**config.mk**
```make
export PLATFORM = sky130hd
export DESIGN_NAME = cpu_exec_ctrl
export DESIGN_NICKNAME = d
export VERILOG_FILES = /design/src/rtl/cpu_exec_ctrl_pkg.sv /design/src/rtl/cpu_exec_ctrl_alu.sv /design/src/rtl/cpu_exec_ctrl.sv
export SDC_FILE = /design/constraint.sdc
export NUM_CORES = 1
export LEC_CHECK = 0
export CAP_MARGIN = 10
export CORE_MARGIN = 5
export CORE_UTILIZATION = 53
export CTS_BUF_LIST = sky130_fd_sc_hd__clkbuf_16
export CTS_CLUSTER_SIZE = 10
export DETAILED_ROUTE_END_ITERATION = 8
export PLACE_DENSITY = 0.9
export SLEW_MARGIN = 10
export SYNTH_ARGS = -nofsm -noshare
export SYNTH_HDL_FRONTEND = slang
export SYNTH_SLANG_ARGS = --single-unit
```
**constraint.sdc**
```tcl
create_clock -name clk -period 20 [get_ports clk]
set_input_delay 4 -clock clk [delete_from_list [all_inputs] [get_ports clk]]
set_output_delay 4 -clock clk [all_outputs]
set_load 0.02 [all_outputs]
```
**src/rtl/cpu_exec_ctrl_pkg.sv**
```systemverilog
// Shared opcode, ALU function and control-word definitions for the execute/control slice.
package cpu_exec_ctrl_pkg;

    localparam int unsigned OP_W     = 6;
    localparam int unsigned ALU_OP_W = 3;

    // Primary opcodes (instruction[31:26])
    localparam logic [OP_W-1:0] OP_ADD  = 6'b000000;
    localparam logic [OP_W-1:0] OP_ADDI = 6'b000001;
    localparam logic [OP_W-1:0] OP_SUB  = 6'b000010;
    localparam logic [OP_W-1:0] OP_ORI  = 6'b010000;
    localparam logic [OP_W-1:0] OP_AND  = 6'b010001;
    localparam logic [OP_W-1:0] OP_OR   = 6'b010010;
    localparam logic [OP_W-1:0] OP_MOVE = 6'b100000;
    localparam logic [OP_W-1:0] OP_SW   = 6'b100110;
    localparam logic [OP_W-1:0] OP_LW   = 6'b100111;
    localparam logic [OP_W-1:0] OP_BEQ  = 6'b110000;
    localparam logic [OP_W-1:0] OP_HALT = 6'b111111;

    // ALU function codes
    localparam logic [ALU_OP_W-1:0] ALU_ADD  = 3'b000;
    localparam logic [ALU_OP_W-1:0] ALU_SUB  = 3'b001;
    localparam logic [ALU_OP_W-1:0] ALU_RSUB = 3'b010;
    localparam logic [ALU_OP_W-1:0] ALU_OR   = 3'b011;
    localparam logic [ALU_OP_W-1:0] ALU_AND  = 3'b100;
    localparam logic [ALU_OP_W-1:0] ALU_ANDN = 3'b101;
    localparam logic [ALU_OP_W-1:0] ALU_XOR  = 3'b110;
    localparam logic [ALU_OP_W-1:0] ALU_XNOR = 3'b111;

    // Raw decoded control word, before halt/reset gating
    typedef struct packed {
        logic                ext_sel;
        logic                pc_wre;
        logic                reg_out;
        logic                reg_wre;
        logic [ALU_OP_W-1:0] alu_op;
        logic                alu_src_b;
        logic                alu_m2reg;
        logic                branch;
        logic                dmem_rw;
    } ctrl_t;

endpackage

```
**src/rtl/cpu_exec_ctrl_alu.sv**
```systemverilog
// 32-bit ALU with operand-B select and zero detect.
module cpu_alu
    import cpu_exec_ctrl_pkg::*;
#(
    parameter int unsigned WIDTH = 32
) (
    input  logic [WIDTH-1:0]    a,
    input  logic [WIDTH-1:0]    b_reg,
    input  logic [WIDTH-1:0]    b_imm,
    input  logic                alu_src_b,
    input  logic [ALU_OP_W-1:0] alu_op,
    output logic [WIDTH-1:0]    result,
    output logic                zero
);

    logic [WIDTH-1:0] b;

    // Operand select and function evaluation; add/sub wrap naturally
    always_comb begin
        b      = alu_src_b ? b_imm : b_reg;
        result = '0;
        case (alu_op)
            ALU_ADD:  result = a + b;
            ALU_SUB:  result = a - b;
            ALU_RSUB: result = b - a;
            ALU_OR:   result = a | b;
            ALU_AND:  result = a & b;
            ALU_ANDN: result = ~a & b;
            ALU_XOR:  result = a ^ b;
            ALU_XNOR: result = ~(a ^ b);
            default:  result = '0;
        endcase
        zero = (result == '0);
    end

endmodule

```
**src/rtl/cpu_exec_ctrl.sv**
```systemverilog
// Execute/control slice: opcode decode, ALU, writeback mux and sticky halt flag.
module cpu_exec_ctrl
    import cpu_exec_ctrl_pkg::*;
#(
    parameter int unsigned WIDTH = 32
) (
    input  logic                clk,
    input  logic                reset,
    input  logic [OP_W-1:0]     opcode,
    input  logic [WIDTH-1:0]    InputDataA,
    input  logic [WIDTH-1:0]    InputDataB,
    input  logic [WIDTH-1:0]    ImmediateDataB,
    input  logic [WIDTH-1:0]    MemDataOut,
    output logic                ExtSel,
    output logic                PCWre,
    output logic                InsMemRW,
    output logic                RegOut,
    output logic                RegWre,
    output logic [ALU_OP_W-1:0] ALUOp,
    output logic                ALUSrcB,
    output logic                ALUM2Reg,
    output logic                PCSrc,
    output logic                DataMemRW,
    output logic [WIDTH-1:0]    result,
    output logic                zero,
    output logic [WIDTH-1:0]    WriteData,
    output logic                halted
);

    ctrl_t ctrl;
    logic  halted_q;
    logic  halted_d;
    logic  blocked;

    // Raw opcode decode; unknown opcodes fall through as NOP
    always_comb begin
        ctrl        = '0;
        ctrl.pc_wre = 1'b1;
        ctrl.alu_op = ALU_ADD;
        case (opcode)
            OP_ADD: begin
                ctrl.reg_out = 1'b1;
                ctrl.reg_wre = 1'b1;
                ctrl.ext_sel = 1'b1;
            end
            OP_ADDI: begin
                ctrl.reg_wre   = 1'b1;
                ctrl.alu_src_b = 1'b1;
                ctrl.ext_sel   = 1'b1;
            end
            OP_SUB: begin
                ctrl.reg_out = 1'b1;
                ctrl.reg_wre = 1'b1;
                ctrl.alu_op  = ALU_SUB;
                ctrl.ext_sel = 1'b1;
            end
            OP_ORI: begin
                ctrl.reg_wre   = 1'b1;
                ctrl.alu_src_b = 1'b1;
                ctrl.alu_op    = ALU_OR;
            end
            OP_AND: begin
                ctrl.reg_out = 1'b1;
                ctrl.reg_wre = 1'b1;
                ctrl.alu_op  = ALU_AND;
            end
            OP_OR: begin
                ctrl.reg_out = 1'b1;
                ctrl.reg_wre = 1'b1;
                ctrl.alu_op  = ALU_OR;
            end
            OP_MOVE: begin
                ctrl.reg_out = 1'b1;
                ctrl.reg_wre = 1'b1;
            end
            OP_SW: begin
                ctrl.alu_src_b = 1'b1;
                ctrl.ext_sel   = 1'b1;
                ctrl.dmem_rw   = 1'b1;
            end
            OP_LW: begin
                ctrl.alu_src_b = 1'b1;
                ctrl.ext_sel   = 1'b1;
                ctrl.alu_m2reg = 1'b1;
                ctrl.reg_wre   = 1'b1;
            end
            OP_BEQ: begin
                ctrl.alu_op  = ALU_SUB;
                ctrl.ext_sel = 1'b1;
                ctrl.branch  = 1'b1;
            end
            OP_HALT: begin
                ctrl.pc_wre = 1'b0;
            end
            default: ;
        endcase
    end

    // ALU datapath; zero only feeds PCSrc so no combinational loop
    cpu_alu #(
        .WIDTH(WIDTH)
    ) u_alu (
        .a        (InputDataA),
        .b_reg    (InputDataB),
        .b_imm    (ImmediateDataB),
        .alu_src_b(ctrl.alu_src_b),
        .alu_op   (ctrl.alu_op),
        .result   (result),
        .zero     (zero)
    );

    // Gate side-effecting controls by halt state and reset; reset has final say
    always_comb begin
        blocked   = halted_q || (opcode == OP_HALT);
        ExtSel    = ctrl.ext_sel;
        InsMemRW  = 1'b0;
        RegOut    = ctrl.reg_out;
        ALUOp     = ctrl.alu_op;
        ALUSrcB   = ctrl.alu_src_b;
        ALUM2Reg  = ctrl.alu_m2reg;
        PCWre     = ctrl.pc_wre  && !blocked;
        RegWre    = ctrl.reg_wre && !blocked;
        DataMemRW = ctrl.dmem_rw && !blocked;
        PCSrc     = ctrl.branch && zero && !blocked;
        if (!reset) begin
            PCWre     = 1'b1;
            RegWre    = 1'b0;
            DataMemRW = 1'b0;
            PCSrc     = 1'b0;
        end
    end

    // Writeback select: memory data for loads, ALU result otherwise
    always_comb begin
        WriteData = ctrl.alu_m2reg ? MemDataOut : result;
    end

    // Next halt state: sticky once a halt opcode is seen
    always_comb begin
        halted_d = halted_q;
        if (opcode == OP_HALT) begin
            halted_d = 1'b1;
        end
    end

    // Halt flag register, synchronous active-low clear
    always_ff @(posedge clk) begin
        if (!reset) begin
            halted_q <= 1'b0;
        end else begin
            halted_q <= halted_d;
        end
    end

    assign halted = halted_q;

endmodule

```
**Yosys cells after proc, flatten, opt, wreduce, memory -nomap -nowiden**

Index checks and enable logic that the tools add are counted.

- Register bits: 1
- Input port bits: 136
- Output and inout bits: 78
- Logic and storage cells: 59

- Bitwise gates (word level): 6
- Add/sub/neg operators: 3
- Equal/unequal tests: 17
- Muxes and demuxes: 16
- Reduce and logical (&&, ||, !) cells: 16

Operator list:

| kind | count |
|---|---|
| 32-bit case mux with 8 select lines | 1 |
| 32-bit AND | 2 |
| 32-bit 2-to-1 mux | 2 |
| 32-bit inverter | 2 |
| 32-bit subtractor | 2 |
| 32-bit adder | 1 |
| 32-bit logical NOT | 1 |
| 32-bit OR | 1 |
| 32-bit XOR | 1 |
| 6-bit == test, second input constant | 5 |
| 6-bit by 5-bit == test with 1-bit output, second input constant | 3 |
| 3-bit == test, second input constant | 4 |
| 1-bit 2-to-1 mux | 12 |
| 3-bit case mux with 3 select lines | 1 |
| 8-bit OR reduction | 1 |
| 3-bit by 2-bit == test with 1-bit output, second input constant | 2 |
| 6-bit by 1-bit == test with 1-bit output, second input constant | 1 |
| 6-bit by 2-bit == test with 1-bit output, second input constant | 1 |
| 6-bit logical NOT | 1 |
| 6-bit OR reduction | 1 |
| 1-bit logical AND | 5 |
| 5-bit OR reduction | 1 |
| 2-bit OR reduction | 2 |
| 4-bit OR reduction | 1 |
| 4 further kinds | 4 |

**Depth between registers and ports, before layout**

- Word-level depth: 11
- Mapped depth: 22
- Gate-level depth less buffers: 20

**Hierarchy**

A second synthesis with hierarchy kept.

- Cell total of the unflattened synthesis: 1158
- Area, all modules: 8022.7 um^2

By module, submodules not included:

| module | sequential area each (um^2) | times used | area each (um^2) | cells an instance |
|---|---|---|---|---|
| cpu_alu | 0.0 | 1 | 7205.7 | 1077 |
| cpu_exec_ctrl | 20.0 | 1 | 817.0 | 81 |

**Worst setup path after synthesis**

No wires, ideal clock.

- Path type: input-to-output
- Start point: input opcode[3]
- End point: output PCSrc
- Arrival: 9.281 ns
- Slack: 6.719 ns
- Cell stages on the path: 20
- Data required time: 16.000 ns
- Path buffers: 5
- Path through: buf_6 > or4_4 > o32a_1 > buf_6 > buf_4 > buf_2 > buf_1 > mux2i_1 > ha_1 > o21bai_1 > nand3_1 > a2111oi_4 > a21oi_2 > o31ai_4 > xnor2_1 > a221o_1 > or4_1 > nor4_1 > nand4_1 > nor4_2

- Word-level cells in the longest chain between the ends: 11
- Elaborated cells between the ends (all ways): 39
- Classes of those cells: add/sub (3); eq/ne (16); mux (6); bitwise (5); reduce/logical (9)

RTL lines:

| element | line | source |
|---|---|---|
| start: declaration | cpu_exec_ctrl.sv:9 | `input logic [OP_W-1:0] opcode,` |
| branches (longest 6 deep; another with 32-bit subtractor) | - |  |
| 32-bit case mux with 8 select lines (*) | cpu_exec_ctrl_alu.sv:22 | `case (alu_op)` |
| named net result[23] | cpu_exec_ctrl.sv:24 | `output logic [WIDTH-1:0] result,` |
| 32-bit logical NOT (*) | cpu_exec_ctrl_alu.sv:33 | `zero = (result == '0);` |
| 1-bit logical AND (*) (2 in a row) | cpu_exec_ctrl.sv:124 | `PCSrc = ctrl.branch && zero && !blocked;` |
| 1-bit 2-to-1 mux (*) | cpu_exec_ctrl.sv:125 | `if (!reset) begin` |
| end: declaration | cpu_exec_ctrl.sv:22 | `output logic PCSrc,` |

Mark *: on every way through the listed nets, which the timed path passes.

**Worst setup path after layout**

- Start point: input opcode[5]
- End point: output PCSrc

- Word-level cells in the longest chain between the ends: 11
- Elaborated cells between the ends (all ways): 39
- Classes of those cells: add/sub (3); eq/ne (16); mux (6); bitwise (5); reduce/logical (9)

RTL lines:

| element | line |
|---|---|
| branches (longest 9 deep; another with 32-bit subtractor) | - |
| 1-bit logical AND (*) | cpu_exec_ctrl.sv:124 |
| 1-bit 2-to-1 mux (*) | cpu_exec_ctrl.sv:125 |

Mark *: on every way between the ends.

==> flow_summary_export.csv <==
group,metric,value,unit
status,status,"complete, no violations",
global_routing,antenna_found_initial,0,
sta,setup-violations-final,0,
critical_path,crit_family,"simple AND/OR/NAND/NOR gates",
critical_path,required,16.00,ns
critical_path,worst_path_max_delay_cell,"clkdlybuf4s50_1",
hold_path,worstHoldStart,"halted$_SDFFE_PN0P_",
critical_path,cp-end-kind,"primary output",
routing,drtIter0Drc,1014,
synth,syn-cell-area,6770,µm²
run,drv_cap,0,
sta,finClkSkew,0,ns
final_layout,largest_reg_flops,1,
final_layout,design_area,8980,µm²
power_and_ir_drop,p_total,0.404,mW
die,start_util,53.9,%
routing,postRouteAntennaNets,0,
final_layout,area_growth,32.6,%
clock_tree,clk_pin_slew,0,ns
power_and_ir_drop,leakage,3.94,nW
hold_path,min-delay-path-class,"reg -> reg",
sta,rsz0062_at_grt,"no",
critical_path,cp-start-kind,"input port",
clock_tree,cts_setup_buffers,0,
routing,met1_length,10600,µm
synth,synthFlopType,"dfxtp_1",
routing,firstDrtPassIters,7,
placement,place_area,8980,µm²
sta,fin_crit,14.75,ns
synth,synthDistinctLibCells,78,
critical_path,path_depth,21,
clock_tree,holdBufCountCts,0,
global_routing,grt_max_degree,39,
sta,slew_headroom,43.0,%
final_layout,final_cells,1396,
final_layout,num_antenna_cells,0,
clock_tree,insertion_delay,0,ns
critical_path,r2r-start,"halted$_SDFFE_PN0P_",
sta,drv_slew,0,
final_layout,drive_above_1_share,3.35,%
die,coreArea,12600,µm²
synth,synth-seq-cells,1,
global_routing,grt.overflow.total,0,
critical_path,cp_common_cell,"inv_1",
critical_path,worst_r2r_path_depth,1,
routing,wl_met3,3610,µm
synth,postSynthCellCount,1052,
routing,drc,0,
critical_path,cpPeakStageDelay,0.65,ns
global_routing,grt_pass1_vias,8285,
critical_path,crit_arrival,10.75,ns
final_layout,regArea,20.0,µm²
sta,worstMarginPinSlew,0.844,ns
sta,setup_tns,0,ns
routing,routed_wirelength,27800,µm
sta,final_hold_viol_count,0,
power_and_ir_drop,max-vdd-ir-drop,0.0000270,V
synth,synthArstFlopShare,0,%
sta,clock.fmax,67.8,MHz
critical_path,crit_buf_inv,6,
placement,dp.cells,1396,
synth,yosysSeqAreaShare,0.296,%
power_and_ir_drop,p_per_area,45.0,nW/µm²
die,io_pins,214,
die,die_h,123,µm
synth,ys_warn_count,0,
final_layout,nNetsFinal,1460,
die,std_cell_rows,41,
global_routing,grt_usage,34.0,%
placement,dpl.hpwl,22500,µm
final_layout,nFillCells,1083,
synth,syn_nets,1286,
final_layout,fin_util,71.4,%
routing,wl_met2,12400,µm
critical_path,path_max_fanout,33,
final_layout,multi_input_area,6160,µm²
die,die_area,15100,µm²
synth,synth-edff-count,0,
clock_tree,cts_resized,0,
global_routing,grt_pass1_wl,41600,µm
die,die_w,123,µm
routing,num_vias,8978,
placement,globalplace.congestion,1.08,
critical_path,worstSetupStartpoint,"opcode[5]",
sta,min_period_over_period,73.7,%
placement,port_buffers,212,
critical_path,worstSetupPathType,"in -> out",
routing,routed_via_density,6.43,
hold_path,hold_depth,1,
routing,wire_per_inst,19.9,µm
synth,syn_area_per_cell,6.44,µm²
critical_path,cp_cell_sequence,"clkdlybuf4s50_1, or4_4, o32a_2, buf_4, inv_1, nand2_1, nand2_1, inv_1, ha_1, inv_1, a21oi_1, and3b_1, a211oi_1, and3_1, mux2i_1, o211ai_1, or4_1, nor4_1, nand4_1, nor4_2, clkdlybuf4s50_1",
routing,highest_layer,"met4",
==> cells in the final DEF (no fill, tap or decap), types with 13 or more instances in the layout <==
cell type        synthesis  routed
clkdlybuf4s50_1          0     212
nor2_1                 156     155
inv_1                  102     102
ha_1                    96      96
nand2_1                 88      88
a21oi_1                 73      73
xnor2_1                 55      55
o21ai_0                 38      37
nand3_1                 30      30
mux2i_1                 28      28
nor3_1                  27      27
nor4_1                  22      22
a31oi_1                 22      22
xor2_1                  17      17
o21a_1                  16      16
o221ai_1                14      14
o22ai_1                 14      14
nand4_1                 13      13
o211ai_1                13      13
==> routing by layer <==
metal  track usage, %  vias to the layer above
li1                 -                     4147
met1             43.3                     4076
met2             55.8                      636
met3             6.04                      119
met4             15.5                        0
met5                0                        -
==> stage by stage <==
step | setup slack, ns | hold WS (ns)
CTS | 5.38 | 0.534
floorplan | 6.72 | 0.622
finish | 5.25 | 0.522
detailed placement | 5.38 | 0.530
global route | 5.02 | 0.545
global placement | 5.50 | 0.503
==> power breakdown <==
part	switching [mW]	internal, mW
Sequential	0.0000186	0.00206
Combinational	0.230	0.172
Clock	0	0
Total	0.230	0.174
==> path summary, 6_finish.rpt <==
check / to / slack (ns)
max reg2reg: halted$_SDFFE_PN0P_ / 19.38
max: PCSrc / 5.25
min: halted$_SDFFE_PN0P_ / 0.52
min reg2reg: halted$_SDFFE_PN0P_ / 0.52
==> logic make-up after synthesis <==
kind of cell    count (synthesis)  share of synthesized area (%)
other cells                     1                         0.0554
buf+inv                       152                           8.78
compound gates                290                           29.5
mux                            37                           5.69
simple gates                  400                           27.8
xor+xnor                       73                           9.55
fa+ha+maj                      98                           18.3
flops                           1                          0.296
==> cells in the mapped netlist (13+ instances only) <==
library cell / count / area (µm²)
o221ai_1: 14 / 123
nor2_1: 156 / 586
mux2i_1: 28 / 280
xnor2_1: 55 / 482
o211ai_1: 13 / 97.6
nor4_1: 22 / 138
clkbuf_1: 42 / 158
xor2_1: 17 / 149
a21oi_1: 73 / 365
inv_1: 102 / 383
nor3_1: 27 / 135
ha_1: 96 / 1200
nand2_1: 88 / 330
nand4_1: 13 / 81.3
a31oi_1: 22 / 138
o22ai_1: 14 / 87.6
o21a_1: 16 / 120
o21ai_0: 38 / 190
nand3_1: 30 / 150
==> cell type report <==
| type | instances | area share, % |
|---|---|---|
| Sequential cell | 1 | 0.223 |
| Inverter | 103 | 4.31 |
| Multi-Input combinational cell | 899 | 68.7 |
| Timing Repair Buffer | 221 | 24.4 |
| Tap cell | 172 | 2.40 |
(Power assumes the default switching activity.)
